==> src/rtl/mult_pkg.sv <==
// Shared types and constants for the mult_shift_add_8 shift-add multiplier.
package mult_pkg;

  localparam int WIDTH_C = 8;
  localparam logic [2:0] CNT_LAST = 3'd7;

  // ula_8_bits control word that selects F = A plus B with no carry in
  localparam logic [3:0] ULA_S_ADD    = 4'b1001;
  localparam logic       ULA_M_ARITH  = 1'b0;
  localparam logic       ULA_CIN_NONE = 1'b0;

  typedef enum logic [1:0] {IDLE, ADD, SHIFT, DONE} mult_state_t;

endpackage

==> src/rtl/ula_8_bits.sv <==
// 8-bit ALU in the 74181 style: m=1 selects logic functions, m=0 arithmetic with active-high carry in.
module ula_8_bits (
  input  logic [7:0] a,
  input  logic [7:0] b,
  input  logic [3:0] s,
  input  logic       m,
  input  logic       cin,
  output logic [7:0] f,
  output logic       cout
);

  logic [8:0] result;

  // Arithmetic results carry out in bit 8; logic results never produce a carry
  always_comb begin
    result = 9'd0;
    if (m) begin
      case (s)
        4'b0000: result = {1'b0, ~a};
        4'b0001: result = {1'b0, ~(a | b)};
        4'b0011: result = 9'd0;
        4'b0100: result = {1'b0, ~(a & b)};
        4'b0101: result = {1'b0, ~b};
        4'b0110: result = {1'b0, a ^ b};
        4'b1001: result = {1'b0, ~(a ^ b)};
        4'b1010: result = {1'b0, b};
        4'b1011: result = {1'b0, a & b};
        4'b1100: result = 9'h0FF;
        4'b1110: result = {1'b0, a | b};
        default: result = {1'b0, a};
      endcase
    end else begin
      case (s)
        4'b0110: result = {1'b0, a} + {1'b0, ~b} + {8'd0, cin};
        4'b1001: result = {1'b0, a} + {1'b0, b} + {8'd0, cin};
        4'b1100: result = {1'b0, a} + {1'b0, a} + {8'd0, cin};
        4'b1111: result = {1'b0, a} + 9'h0FF + {8'd0, cin};
        default: result = {1'b0, a} + {8'd0, cin};
      endcase
    end
  end

  assign f    = result[7:0];
  assign cout = result[8];

endmodule

==> src/rtl/mult_shift_add_8.sv <==
// Sequential 8x8 unsigned shift-add multiplier (16-bit product) around one ula_8_bits adder.
// Define MULT_SKIP_ADD_EN to fold the shift into ADD when the multiplier bit is zero.
module mult_shift_add_8
  import mult_pkg::*;
#(
  parameter int WIDTH = WIDTH_C
) (
  input  logic               clk,
  input  logic               rst,
  input  logic               start,
  input  logic [WIDTH-1:0]   a,
  input  logic [WIDTH-1:0]   b,
  output logic               busy,
  output logic               done,
  output logic [2*WIDTH-1:0] p
);

  if (WIDTH != WIDTH_C) begin : g_width_check
    $error("mult_shift_add_8: only WIDTH=8 is supported");
  end

  mult_state_t        state_q, state_d;
  logic [WIDTH-1:0]   m_q, m_d;
  logic [WIDTH-1:0]   a_q, a_d;
  logic               c_q, c_d;
  logic [WIDTH-1:0]   q_q, q_d;
  logic [2:0]         cnt_q, cnt_d;
  logic [2*WIDTH-1:0] p_q, p_d;
  logic [WIDTH-1:0]   aluF;
  logic               aluCout;
  logic               doShift;

  ula_8_bits u_ula (
    .a    (a_q),
    .b    (m_q),
    .s    (ULA_S_ADD),
    .m    (ULA_M_ARITH),
    .cin  (ULA_CIN_NONE),
    .f    (aluF),
    .cout (aluCout)
  );

  always_ff @(posedge clk or posedge rst) begin
    if (rst) begin
      state_q <= IDLE;
      m_q     <= '0;
      a_q     <= '0;
      c_q     <= 1'b0;
      q_q     <= '0;
      cnt_q   <= '0;
      p_q     <= '0;
    end else begin
      state_q <= state_d;
      m_q     <= m_d;
      a_q     <= a_d;
      c_q     <= c_d;
      q_q     <= q_d;
      cnt_q   <= cnt_d;
      p_q     <= p_d;
    end
  end

  // The shift step is shared by SHIFT and, when enabled, by a skipped ADD
  always_comb begin
    state_d = state_q;
    m_d     = m_q;
    a_d     = a_q;
    c_d     = c_q;
    q_d     = q_q;
    cnt_d   = cnt_q;
    p_d     = p_q;
    doShift = 1'b0;

    case (state_q)
      IDLE: begin
        if (start) begin
          m_d     = a;
          q_d     = b;
          a_d     = '0;
          c_d     = 1'b0;
          cnt_d   = '0;
          state_d = ADD;
        end
      end
      ADD: begin
        if (q_q[0]) begin
          {c_d, a_d} = {aluCout, aluF};
          state_d    = SHIFT;
        end else begin
`ifdef MULT_SKIP_ADD_EN
          doShift = 1'b1;
`else
          state_d = SHIFT;
`endif
        end
      end
      SHIFT:   doShift = 1'b1;
      DONE:    state_d = IDLE;
      default: state_d = IDLE;
    endcase

    if (doShift) begin
      {c_d, a_d, q_d} = {1'b0, c_q, a_q, q_q[WIDTH-1:1]};
      if (cnt_q == CNT_LAST) begin
        state_d = DONE;
        p_d     = {a_d, q_d};
      end else begin
        cnt_d   = cnt_q + 3'd1;
        state_d = ADD;
      end
    end
  end

  assign busy = (state_q == ADD) || (state_q == SHIFT);
  assign done = (state_q == DONE);
  assign p    = p_q;

endmodule

==> config.mk <==
export PLATFORM = sky130hd
export DESIGN_NAME = mult_shift_add_8
export DESIGN_NICKNAME = d
export VERILOG_FILES = /design/src/rtl/mult_pkg.sv /design/src/rtl/ula_8_bits.sv /design/src/rtl/mult_shift_add_8.sv
export SDC_FILE = /design/constraint.sdc
export NUM_CORES = 1
export LEC_CHECK = 0
export ABC_CLOCK_PERIOD_IN_PS = 3400
export CAP_MARGIN = 20
export CORE_UTILIZATION = 45
export CTS_CLUSTER_SIZE = 10
export DETAILED_ROUTE_END_ITERATION = 8
export RECOVER_POWER = 25
export SLEW_MARGIN = 30
export SYNTH_ARGS = -nofsm -noshare
export SYNTH_HDL_FRONTEND = slang
export SYNTH_HIERARCHICAL = 1
export SYNTH_SLANG_ARGS = --single-unit
==> constraint.sdc <==
create_clock -name clk -period 3.4 [get_ports clk]
set_input_delay 0.85 -clock clk [delete_from_list [all_inputs] [get_ports clk]]
set_output_delay 0.85 -clock clk [all_outputs]
set_load 0.02 [all_outputs]
==> Word level (Yosys, flattened, before mapping) <==
Cells that the tools add are included.
{ "totals": {"out_inout_bits": 18, "regBits": 46, "word_cells": 46} }
{ "classes": {"muxes": 20, "add_sub_neg": 2, "reduce_logical": 11, "n_eq_ne": 6} }
{ "ops": {"columns": ["cell", "count"], "rows": [
  ["$mux W8", 6],
  ["$pmux W8 S2", 1],
  ["$mux W3", 4],
  ["$add A8 B8 Y9", 1],
  ["$reduce_and A2 Y1", 4],
  ["$mux W2", 3],
  ["$ne A3 B3 Y1 const B", 2],
  ["$pmux W2 S3", 1],
  ["$eq A2 B2 Y1 const B", 2],
  ["$mux W1", 4],
  ["$reduce_bool A2 Y1", 2],
  ["$reduce_bool A4 Y1", 1],
  ["$add A3 B1 Y3 const B", 1],
  ["$eq A3 B3 Y1 const B", 1],
  ["$reduce_and A3 Y1", 1],
  ["$reduce_bool A3 Y1", 1],
  ["$eq A2 B1 Y1 const B", 1],
  ["$logic_not A2 Y1", 1],
  ["$pmux W1 S2", 1],
  ["$logic_or A1 B1 Y1", 1]
]} }

==> Depth between registers and ports, before layout <==
{ "logic_depth": {"depth_word": 4, "ltp_mapped": 12, "ltp_nobuf": 12} }

==> Modules after synthesis <==
The synthesis kept the hierarchy.
{ "by_module_without_submodules": {"columns": ["mod", "instances", "area_each_um2", "cells_each", "seq_area_each_um2"], "rows": [
  ["ula_8_bits", 1, 2344.7, 367, 0.0],
  ["mult_shift_add_8", 1, 2158.3, 182, 1151.1]
]} }

==> Worst setup path after synthesis <==
No wires, ideal clock.
{ "synth_timing": {"path_type": "reg2reg", "from": "register a_q[0]", "to": "register a_q[6]", "path_stages_with_launch": 12, "period_less_slack_ns": 2.591, "slack_ns": 0.809, "n_path_buf": 0, "required_ns": 3.331, "t_arrival_ns": 2.522, "path_cell_list": "dfrtp_1 inv_1 fa_1 fa_1 nand2b_1 a21oi_1 nor2_1 o41ai_1 a41oi_1 a32oi_1 nand4_1 nand3_1"} }
{ "synth_between": {"elab_chain_cells": 4} }
{ "synth_rtl": {"columns": ["item", "line", "rtl"], "rows": [
  ["start, declared", "mult_shift_add_8.sv:24", "logic [WIDTH-1:0] a_q, a_d;"],
  ["start signal, assigned", "mult_shift_add_8.sv:47", "a_q <= '0;"],
  ["start signal, assigned", "mult_shift_add_8.sv:55", "a_q <= a_d;"],
  ["$add A8 B8 Y9", "ula_8_bits.sv:35", "4'b1001: result = {1'b0, a} + {1'b0, b} + {8'd0, cin};"],
  ["named net aluF[6]", "mult_shift_add_8.sv:29", "logic [WIDTH-1:0] aluF;"],
  ["$mux W8", "mult_shift_add_8.sv:86", "if (q_q[0]) begin"],
  ["$pmux W8 S2", "mult_shift_add_8.sv:74", "case (state_q)"],
  ["$mux W8", "mult_shift_add_8.sv:102", "if (doShift) begin"]
]} }
The timed path passes the listed nets, and every way through them passes these cells. The select of a mux whose other input is x is not followed.
A chain may end at the register's enable or synchronous reset.

==> Final worst setup path <==
{ "layout_timing": {"from": "register state_q[0]", "to": "output port done"} }
{ "layout_between": {"elab_chain_cells": 1} }
{ "layout_rtl": {"columns": ["item", "line", "rtl"], "rows": [
  ["start, declared", "mult_shift_add_8.sv:22", "mult_state_t state_q, state_d;"],
  ["start signal, assigned", "mult_shift_add_8.sv:53", "state_q <= state_d;"],
  ["$eq A2 B2 Y1", "mult_shift_add_8.sv:115", "assign done = (state_q == DONE);"],
  ["end, declared", "mult_shift_add_8.sv:14", "output logic done,"]
]} }
Every way passes these cells.

==> results.toml <==
[run_status]
status = "finished clean"

[worst_setup_path]
worst-path-buf-inv = 1
crit_chain = "ha_1 > clkdlybuf4s50_1"
cpPeakStageDelay_ps = 710
required_ps = 2550
critPathKind = "reg2out"
cp-start-kind = "flop"
critPathCaptureType = "output pin"
crit_arrival_ps = 1940
crit_slowest_cell = "clkdlybuf4s50_1"
worstPathMaxFanout = 14
cpLargestDelayFamily = "buffers and inverters"

[detailed_routing]
route.detailed.drc = 0
detail-route-antenna-nets = 0
wl_per_cell_um = 18.5
drt-initial-drc-count = 401
routed_via_density = 5.98
first_pass_iters = 5
routed_wl_um = 13400
vias = 4343

[synthesis]
synth-xor-area-share = 0.0233
ys_seq_area_frac = 0.256
muxShareOfSynthArea = 0.0778
synth_top_family_by_area = "compound AO/OA/AOI/OAI gates"
synthTopCellsByCount = "o21ai_0, dfrtp_1, ha_1, nand2_1, inv_1"
synthFlopType = "dfrtp_1"
ys_types = 67
syn-cell-area_mm2 = 0.00450
synth_seq_cells = 46
synth_most_common_cell = "o21ai_0"
yosysTopAreaCellShare = 0.256
ys.warnings.count = 6
synthCells = 549
synth-edff-count = 0
async_reset_ff_frac = 1.00
synthAdderAreaFrac = 0.115
avgSynthCellArea_um2 = 8.20
synthTopCellsByArea = "dfrtp_1, ha_1, o21ai_0"
synth-simple-area-share = 0.198
yosysTopAreaCell = "dfrtp_1"
synth_compound_gate_area_share = 0.256

[sta]
fin_hold_ws_ps = 505
fin_skew_ps = 8.51
tightest_slew_ps = 1130
rsz0062_at_grt = "false"
max_clock_freq_ghz = 0.358
slew_viol_final = 0
period_needed_ps = 2790
timing.final.crit_share = 0.822
slew_headroom = 0.249
hold_viol_final = 0
timing.setup.tns_ps = 0
finalSetupViolCount = 0

[pwr]
combPwrFrac = 0.659
switchingPower_w = 0.00190
ir_drop_mv = 0.459
p_per_area_mw_per_mm2 = 746
pwr-share-clk = 0.106
p_sw_frac = 0.495
leakagePower_nw = 2.24
intPower_w = 0.00194
p_seq_frac = 0.236

[die]
start_util = 0.463
die_area_mm2 = 0.0104
die_y_um = 102
die_x_um = 102
io-pin-count = 37
core_mm2 = 0.00973
rows = 36

[layout]
drive_gt1_frac = 0.0911
antenna_cells = 0
nNetsFinal = 650
syn2layout_area_growth_pct = 14.4
nFillCells = 950
final_core_util = 0.529

[global_route]
grt_first_pass_wirelength_um = 21800
gr-total-overflow = 0
antenna_found_initial = 0
grt_max_degree = 38
track_usage = 0.272
grt_pass1_vias = 4073

[place]
io_buffers = 36
dp_hpwl_um = 9880
gp_congestion = 0.948

[clocking]
cts_root_buf = "clkbuf_8"
cts_hold_buf = 0
postCtsSetupBuffers = 0
cts_sinks = 46
cts_buffers = 5
clkSlewWorstSetupHoldPaths_ps = 90
cts_resized = 0
htreeDepth = 2
clockBufferDepth = 2
cts_tree = "done"
insertion_delay_ps = 290

[flow_run]
max_cap_violations = 0

[worst_hold_path]
hold_path_class = "reg2reg"
placed cells by master (no fill, tap or decap), types with 5 or more instances in the layout:
cell / n
o21ai_0: 54
dfrtp_1: 46
nand2_1: 35
ha_1: 35
clkdlybuf4s50_1: 35
inv_1: 33
a21oi_1: 31
conb_1: 31
nand3_1: 28
mux2_2: 24
nor2_1: 24
nor2b_1: 21
buf_4: 12
nand2b_1: 11
nand4_1: 11
nor3_1: 11
xnor2_1: 10
a22oi_1: 9
o22ai_1: 9
mux2i_1: 8
o221ai_1: 7
a31oi_1: 7
a211oi_1: 7
a221oi_1: 6
a221o_1: 5
clkbuf_8: 5
o32ai_1: 5
area by class of cell:
cell class,instances,area [um^2],share of cell area
clock inverter,3,45.0,0.00874
multi-input combinational,456,3140,0.609
timing repair buffer,48,450,0.0874
inverter,35,131,0.0255
sequential,46,1150,0.223
tap,133,166,0.0323
clock buffer,5,68.8,0.0134
cells by family (layout without fill, tap and decap cells):
logic type	count (synthesis)	count (layout)
compound gates	176	176
fa+ha+maj	39	39
buf+inv	76	91
simple gates	166	166
other cells	2	31
flops	46	46
xor+xnor	12	12
mux	32	32
sequential cells by signal, indices dropped and copies added, names as in the netlist:
register  count
a_q           8
c_q           1
cnt_q         3
m_q           8
p            16
q_q           8
state_q       2
final timing paths:
kind                                  from       end  slack, ps  cells past startpoint
worst max register to register      m_q[0]    a_q[6]        630                     11
worst min register to register    cnt_q[0]  cnt_q[0]        500                      1
max in group asynchronous              rst    m_q[0]       1370                      3
worst max-delay path            state_q[0]      done        610                      2
worst min-delay path              cnt_q[0]  cnt_q[0]        500                      1
min in group asynchronous              rst      p[0]       1280                      2
routing by layer:
metal,GRT usage,wire [um],vias up
met5,0,0,-
met3,0.0246,986,20
met4,0.0736,263,0
li1,-,-,2078
met2,0.441,6220,202
met1,0.387,5930,2043
power by group through the flow:
stage               Combinational [W]  Clock (W)  Sequential, W
floorplan                     0.00177          0       0.000922
global placement              0.00241          0       0.000907
detailed placement            0.00244          0       0.000914
CTS                           0.00245   0.000421       0.000904
global route                  0.00279   0.000442       0.000934
finish                        0.00253   0.000407       0.000906
worst reg2reg max path: cells and delay by family, from the launching register on:
kind | cells | cell delay (ps)
adder cells (fa/ha/maj) | 2 | 850
buffers and inverters | 1 | 120
AO/OA/AOI/OAI | 4 | 780
flip-flops | 1 | 440
AND/OR/NAND/NOR | 4 | 520
through the flow:
stage	std cells	setup WS (ps)	cell area [um^2]	total power [W]
after floorplan	578	809	4610	0.00270
final	726	606	5150	0.00384
after global routing	726	336	5150	0.00417
after CTS	726	580	5150	0.00377
after global placement	718	731	5040	0.00332
after detailed placement	718	700	5040	0.00335
(Power assumes the default switching activity.)
